**src/rtl/bit_serializer.sv**
```systemverilog
// bit_serializer: paced MSB-first parallel-to-serial stage with o_ce bit strobe.
// Optional even-parity trailer bit enabled by defining SERIALIZER_PARITY_EN.
module bit_serializer #(
    parameter int DW           = 8,
    parameter int CLKS_PER_BIT = 4,
    parameter int LGCLK        = 8
) (
    input  logic          i_clk,
    input  logic          i_reset,
    input  logic          i_stb,
    input  logic [DW-1:0] i_word,
    output logic          o_busy,
    output logic          o_ce,
    output logic          o_bit
);
`ifdef SERIALIZER_PARITY_EN
    localparam int NB = DW + 1;
`else
    localparam int NB = DW;
`endif
    localparam int NBW = $clog2(NB + 1);
    localparam logic [LGCLK-1:0] PACE_MAX = LGCLK'(CLKS_PER_BIT - 1);

    typedef enum logic {IDLE, SHIFT} state_t;

    state_t            state_q, state_d;
    logic [NB-1:0]     sreg_q, sreg_d, ld_sreg, cur_sreg;
    logic [NBW-1:0]    nbits_q, nbits_d, cur_nbits;
    logic [LGCLK-1:0]  pace_q, pace_d, cur_pace;
    logic              ce_q, ce_d, bit_q, bit_d;
    logic              accept, chain, step, fire, last;

`ifdef SERIALIZER_PARITY_EN
    assign ld_sreg = {i_word, ^i_word};
`else
    assign ld_sreg = i_word;
`endif

    // A word accepted right after the final strobe joins the running pace,
    // so it is loaded and stepped in the same cycle to keep spacing exact.
    assign accept    = i_stb && (state_q == IDLE);
    assign chain     = accept && ce_q;
    assign step      = (state_q == SHIFT) || chain;
    assign cur_sreg  = accept ? ld_sreg : sreg_q;
    assign cur_nbits = accept ? NBW'(NB) : nbits_q;
    assign cur_pace  = accept ? PACE_MAX : pace_q;
    assign fire      = step && (cur_pace == '0);
    assign last      = fire && (cur_nbits == NBW'(1));

    always_ff @(posedge i_clk) begin
        if (i_reset) begin
            state_q <= IDLE;
            sreg_q  <= '0;
            nbits_q <= '0;
            pace_q  <= '0;
            ce_q    <= 1'b0;
            bit_q   <= 1'b0;
        end else begin
            state_q <= state_d;
            sreg_q  <= sreg_d;
            nbits_q <= nbits_d;
            pace_q  <= pace_d;
            ce_q    <= ce_d;
            bit_q   <= bit_d;
        end
    end

    always_comb begin
        state_d = last ? IDLE : (accept || state_q == SHIFT) ? SHIFT : IDLE;
    end

    always_comb begin
        sreg_d  = fire ? cur_sreg << 1 : cur_sreg;
        nbits_d = fire ? cur_nbits - NBW'(1) : cur_nbits;
        pace_d  = !step ? cur_pace : fire ? PACE_MAX : cur_pace - LGCLK'(1);
        ce_d    = fire;
        bit_d   = fire ? cur_sreg[NB-1] : bit_q;
    end

    assign o_busy = (state_q == SHIFT);
    assign o_ce   = ce_q;
    assign o_bit  = bit_q;
endmodule

```
**config.mk**
```make
export PLATFORM = sky130hd
export DESIGN_NAME = bit_serializer
export DESIGN_NICKNAME = d
export VERILOG_FILES = /design/src/rtl/bit_serializer.sv
export SDC_FILE = /design/constraint.sdc
export NUM_CORES = 1
export LEC_CHECK = 0
export CORE_UTILIZATION = 58
export DETAILED_ROUTE_END_ITERATION = 7
export HOLD_SLACK_MARGIN = 0.12
export PLACE_DENSITY = 0.82
export SETUP_SLACK_MARGIN = 0.05
export SLEW_MARGIN = 20
export SYNTH_ARGS = -nofsm -noshare
export SYNTH_HDL_FRONTEND = slang
export SYNTH_SLANG_ARGS = --single-unit
```
**constraint.sdc**
```tcl
create_clock -name i_clk -period 6.4 [get_ports i_clk]
set_input_delay 1.6 -clock i_clk [delete_from_list [all_inputs] [get_ports i_clk]]
set_output_delay 1.6 -clock i_clk [all_outputs]
set_load 0.02 [all_outputs]
```
# Word-level counts from Yosys, hierarchy flattened
# Index checks and enable logic that the tools add are counted.
# op_classes
add_sub_neg	2
multipliers	0
div	0
order_cmp	0
eq_ne	1
n_shift	0
muxes	8
bitwise_logic	1
n_reduce_logical	9
# ops
operator	n
8-bit 2-to-1 mux	5
8-bit logical NOT	1
4-bit 2-to-1 mux	2
8-bit by 1-bit subtractor with 8-bit output (second input constant)	1
4-bit by 1-bit == test with 1-bit output (second input constant)	1
1-bit logical AND	4
2-bit OR reduction	2
4-bit by 1-bit subtractor with 4-bit output (second input constant)	1
1-bit logical OR	2
1-bit 2-to-1 mux	1
1-bit NOT	1
# word_totals
ff_bits	23
latch_bits	0
mem_bits_rw	0
romBits	0
n_memories	0

# Depth between registers and ports, before layout
# logic_depth
word_depth	7
depth_mapped	10
mapped_depth_nobuf	7

# Worst setup path before layout
# No wires, ideal clock.
# synth_timing
path_kind	input-to-reg
from	input i_stb
to	register nbits_q[1]
setup_time_ns	0.065
t_arrival_ns	3.264
t_required_ns	6.335
path_slack_ns	3.071
path_stages	10
path_cell_list	buf_2 -> nor2b_1 -> clkbuf_1 -> nor2_1 -> ha_1 -> nor4b_2 -> a21oi_4 -> buf_4 -> o22a_1 -> nor2_1
# synth_between
elab_chain_len	5
word_cells_on_any_way	9
# synth_rtl
item	line_no	source
start, declared	10	input logic i_stb,
1-bit logical AND *	41	assign accept = i_stb && (state_q == IDLE);
parallel branches: the longest is 3 deep, another holds 4-bit by 1-bit subtractor with 4-bit output	n/a	
4-bit 2-to-1 mux *	74	nbits_d = fire ? cur_nbits - NBW'(1) : cur_nbits;
end signal, assigned	61	nbits_q <= nbits_d;
end, declared	28	logic [NBW-1:0] nbits_q, nbits_d, cur_nbits;
# Mark *: on every way between the ends.
# A chain may end at the register's enable or synchronous reset.

# Final worst setup path
# layout_timing
from	input i_stb
to	register pace_q[2]
# layout_between
elab_chain_len	6
word_cells_on_any_way	9
# layout_rtl
item	line_no	source
1-bit logical AND *	41	
parallel branches: the longest is 4 deep, another holds 8-bit by 1-bit subtractor with 8-bit output	n/a	
8-bit 2-to-1 mux *	75	pace_d = !step ? cur_pace : fire ? PACE_MAX : cur_pace - LGCLK'(1);
end signal, assigned	62	pace_q <= pace_d;
end, declared	29	logic [LGCLK-1:0] pace_q, pace_d, cur_pace;
# Marks and branches as above.

==> run summary <==
The run finished with clean final reports. The count of unresolved DRC violations after routing came out at 0. The max-cap violation count is 0.

The post-route fraction of the period consumed by the critical path came out at 63.56%. The async set or reset register ratio after synthesis came out at 0%. The number of buffers added by the clock tree synthesis step is 3. Synthesis instantiated 38 different standard cells from the library.

The placed wire-length estimate is 1709 um. The buffer type at the clock tree root is sky130_fd_sc_hd__clkbuf_4. The final-report setup violation count came out at 0. Once the floorplan was initialized, standard cells occupied 61.22% of the core. The class of the tightest hold or removal check is register to register.

For this design the top-level I/O count stands at 14. Summed over all failing endpoints, the final setup total negative slack is 0 ns. The clock-pin slew on the worst setup and hold paths is 0.12 ns. Among all stages on the critical path, the largest delay is contributed by sky130_fd_sc_hd__clkdlybuf4s50_1. The library cell used most frequently in the layout, excluding fill and tap cells, is sky130_fd_sc_hd__dfxtp_1. The number of buffers and inverters on the critical path is 1. Entering global routing, the biggest net connects 19 pins. The post-cts hold buffer count came out at 0. Yosys mapped a number of flops with a built-in enable equal to 0.

Relative to the synthesized area, the layout overhead comes to 12.71%. The peak fanout along the critical path is 18. The total congestion overflow is 0.

The met1 track utilization from global routing came out at 27.98%. The final number of max-transition violations came out at 0. The clock insertion delay at the later pin of the skew report is 0.30 ns. Counting flops and latches in the post-synthesis netlist gives 23.

Summing every instance area after synthesis gives 0.001201 mm2. The endpoint arrival time on the critical path came out at 4.29 ns. Traced cell by cell, the critical path runs through clkdlybuf4s50_1 > nor2b_1 > nor2_1 > ha_1 > and4b_1 > a21oi_4 > nand2b_1 > a211oi_1.

The most used flip-flop cell after synthesis is sky130_fd_sc_hd__dfxtp_1. The die extent in x is 47.51 um. Broken down by cell family, the worst path's largest delay share belongs to simple AND/OR/NAND/NOR gates.

The Yosys step of the flow raised 0 warnings. The violation count after the first detailed-routing iteration is 12. The count of final hold-check violations is 0. The placeable core region came out at 0.001962 mm2. A synthesized cell averages 8.704 um2. The antenna diode instance count is 0. The number of port buffers is 13.

The most utilized layer in the global route result is met2. The worst setup path is of the input port to register kind. The maximum level of the CTS H-tree came out at 1. The congestion estimate from routability-driven global placement came to 0.8428. The critical path's largest stage delay came out at 0.66 ns. The via count of the first global-routing pass was 852. The highest achievable clock rate came out at 0.2458 GHz. In the routed layout, each cell is associated on average with a via count of 5.736. The total power per unit cell area is 214.0 mW/mm2. TritonCTS built the clock tree. Setup repair after global routing left no endpoint under its margin. The number of antenna violations at the first check in global routing came out at 0. The routed design could run at a clock period as short as 4.068 ns. The detail route stage leaves a number of antenna-violating nets equal to 0. The die area came out at 0.002257 mm2. The reported leakage power is 0.5313 nW. After floorplanning, the core was divided into 16 placement rows. Hold is met by 0.4668 ns. The final layout contains 163 nets. The global-route met3 utilization is 2.264%. The post-cts repair resize count is 0.

VDD sags by at most 0.1818 mV. Headroom to the max-slew limit came out at 52.37%. The worst setup path is launched from an input port. Wires add up to 2308 um. In the final layout, the share of cells above drive strength 1 is 8.163%. When the netlist entered floorplanning its net count stood at 153. CTS saw 23 sinks. In the layout the commonest cells are 23 x sky130_fd_sc_hd__dfxtp_1, 17 x sky130_fd_sc_hd__nand2_1, 16 x sky130_fd_sc_hd__nor2_1, 13 x sky130_fd_sc_hd__clkdlybuf4s50_1, 10 x sky130_fd_sc_hd__a21oi_1.

The post-CTS repair timing setup buffer count is 0. The die is 47.51 um tall. Counting along the longest clock path gives a buffer depth of 2. The worst-case clock skew came out at 0.003850 ns.

Global routing used 22.40% of the available tracks across all layers. The number of instances in the synthesized netlist is 138. Dividing the detail-routed wire length by the instance count gives 13.26 um. The total number of vias came out at 998. For this run, global-route usage on met2 was measured as 38.36%. The worst setup path is captured at a register. For the worst setup path, the data required time is 6.62 ns. The share of the Yosys chip area taken by registers is 38.33%. The number of search-and-repair iterations in the first detailed-routing pass came out at 4. The first global-routing pass estimated 3546 um of wire. The transition time at the pin with the least slew margin is 0.7144 ns.
-- tightest hold or removal path, cell delays in order, from the launching register on --
cell                      delay [ns]
sky130_fd_sc_hd__dfxtp_1        0.33
sky130_fd_sc_hd__nand2_1        0.05
sky130_fd_sc_hd__a21oi_1        0.05
-- synth_stat cells, types with 2 or more instances --
cell | instances | area share [%]
sky130_fd_sc_hd__clkbuf_1 | 4 | 1.2
sky130_fd_sc_hd__ha_1 | 4 | 4.2
sky130_fd_sc_hd__and4b_1 | 2 | 1.7
sky130_fd_sc_hd__buf_2 | 3 | 1.2
sky130_fd_sc_hd__a211oi_1 | 4 | 2.5
sky130_fd_sc_hd__nor2b_1 | 2 | 1.0
sky130_fd_sc_hd__dfxtp_1 | 23 | 38
sky130_fd_sc_hd__nand2_1 | 17 | 5.3
sky130_fd_sc_hd__or2_0 | 2 | 1.0
sky130_fd_sc_hd__nor2_1 | 16 | 5.0
sky130_fd_sc_hd__a31oi_1 | 3 | 1.6
sky130_fd_sc_hd__nor3_1 | 6 | 2.5
sky130_fd_sc_hd__a21oi_1 | 10 | 4.2
sky130_fd_sc_hd__nand3_1 | 2 | 0.83
sky130_fd_sc_hd__nand2b_1 | 4 | 2.1
sky130_fd_sc_hd__and2_1 | 2 | 1.0
sky130_fd_sc_hd__nor4b_2 | 2 | 2.5
sky130_fd_sc_hd__mux2i_1 | 3 | 2.5
sky130_fd_sc_hd__xor2_1 | 3 | 2.2
sky130_fd_sc_hd__inv_1 | 2 | 0.63
sky130_fd_sc_hd__mux2_2 | 5 | 4.7
sky130_fd_sc_hd__xnor2_1 | 3 | 2.2
-- final cells by class --
| cell class | instances | area (um2) |
|---|---|---|
| fillers | 178 | 608.1 |
| well taps | 27 | 33.78 |
| clock buffers | 4 | 26.28 |
| inverters | 2 | 7.507 |
| multi-input cells | 105 | 695.7 |
| repair buffers | 13 | 130.1 |
| flip-flops and latches | 23 | 460.4 |
-- registers in the layout, summed over array words and instances (netlist names) --
register and count:
nbits_q 4, o_bit 1, o_busy 1, o_ce 1
pace_q 8, sreg_q 8
-- final timing paths --
path	endpoint	slack (ns)	depth (start not counted)	from
min reg2reg	o_bit	0.47	2	o_bit
min	o_bit	0.47	2	o_bit
max	pace_q[2]	2.33	8	i_stb
max reg2reg	pace_q[2]	3.81	7	o_busy
-- kinds of logic (layout without fill, tap and decap cells) --
kind of cell	after synthesis	count (layout)	synth area share, %
adders and majority gates	4	4	4.167
and+or+nand+nor	59	59	25.83
AOI/OAI and AO/OA	28	28	16.36
buffers and inverters	10	19	3.750
muxes	8	8	7.187
xor gates and xnor gates	6	6	4.376
DFF	23	23	38.33
-- power by group --
part / leakage [nW] / total, W / internal [W] / switching (W)
clock network: 0.0150 / 0.0000648 / 0.0000243 / 0.0000405
logic: 0.328 / 0.0000611 / 0.0000301 / 0.0000310
registers: 0.189 / 0.000164 / 0.000153 / 0.0000105
total: 0.531 / 0.000290 / 0.000208 / 0.0000820
-- through the flow --
step	cell area (um2)	worst slack, ns	std cells	total power, W	utilization, %
2_1_floorplan	1201	3.071	138	0.0002110	-
3_3_place_gp	1328	2.176	170	0.0002254	67.67
3_5_place_dp	1328	2.012	170	0.0002280	67.67
4_1_cts	1354	2.330	174	0.0002930	69.01
5_1_grt	1354	2.078	174	0.0003097	69.01
6_report	1354	2.332	174	0.0002898	69.01
-- routing by layer --
metal  vias up  wire length [um]
li1        509                 -
met2        20              1156
met3         6                58
met5         -                 0
met4         0                44
met1       463              1049
Note: power is estimated with default switching activity, not from simulation.
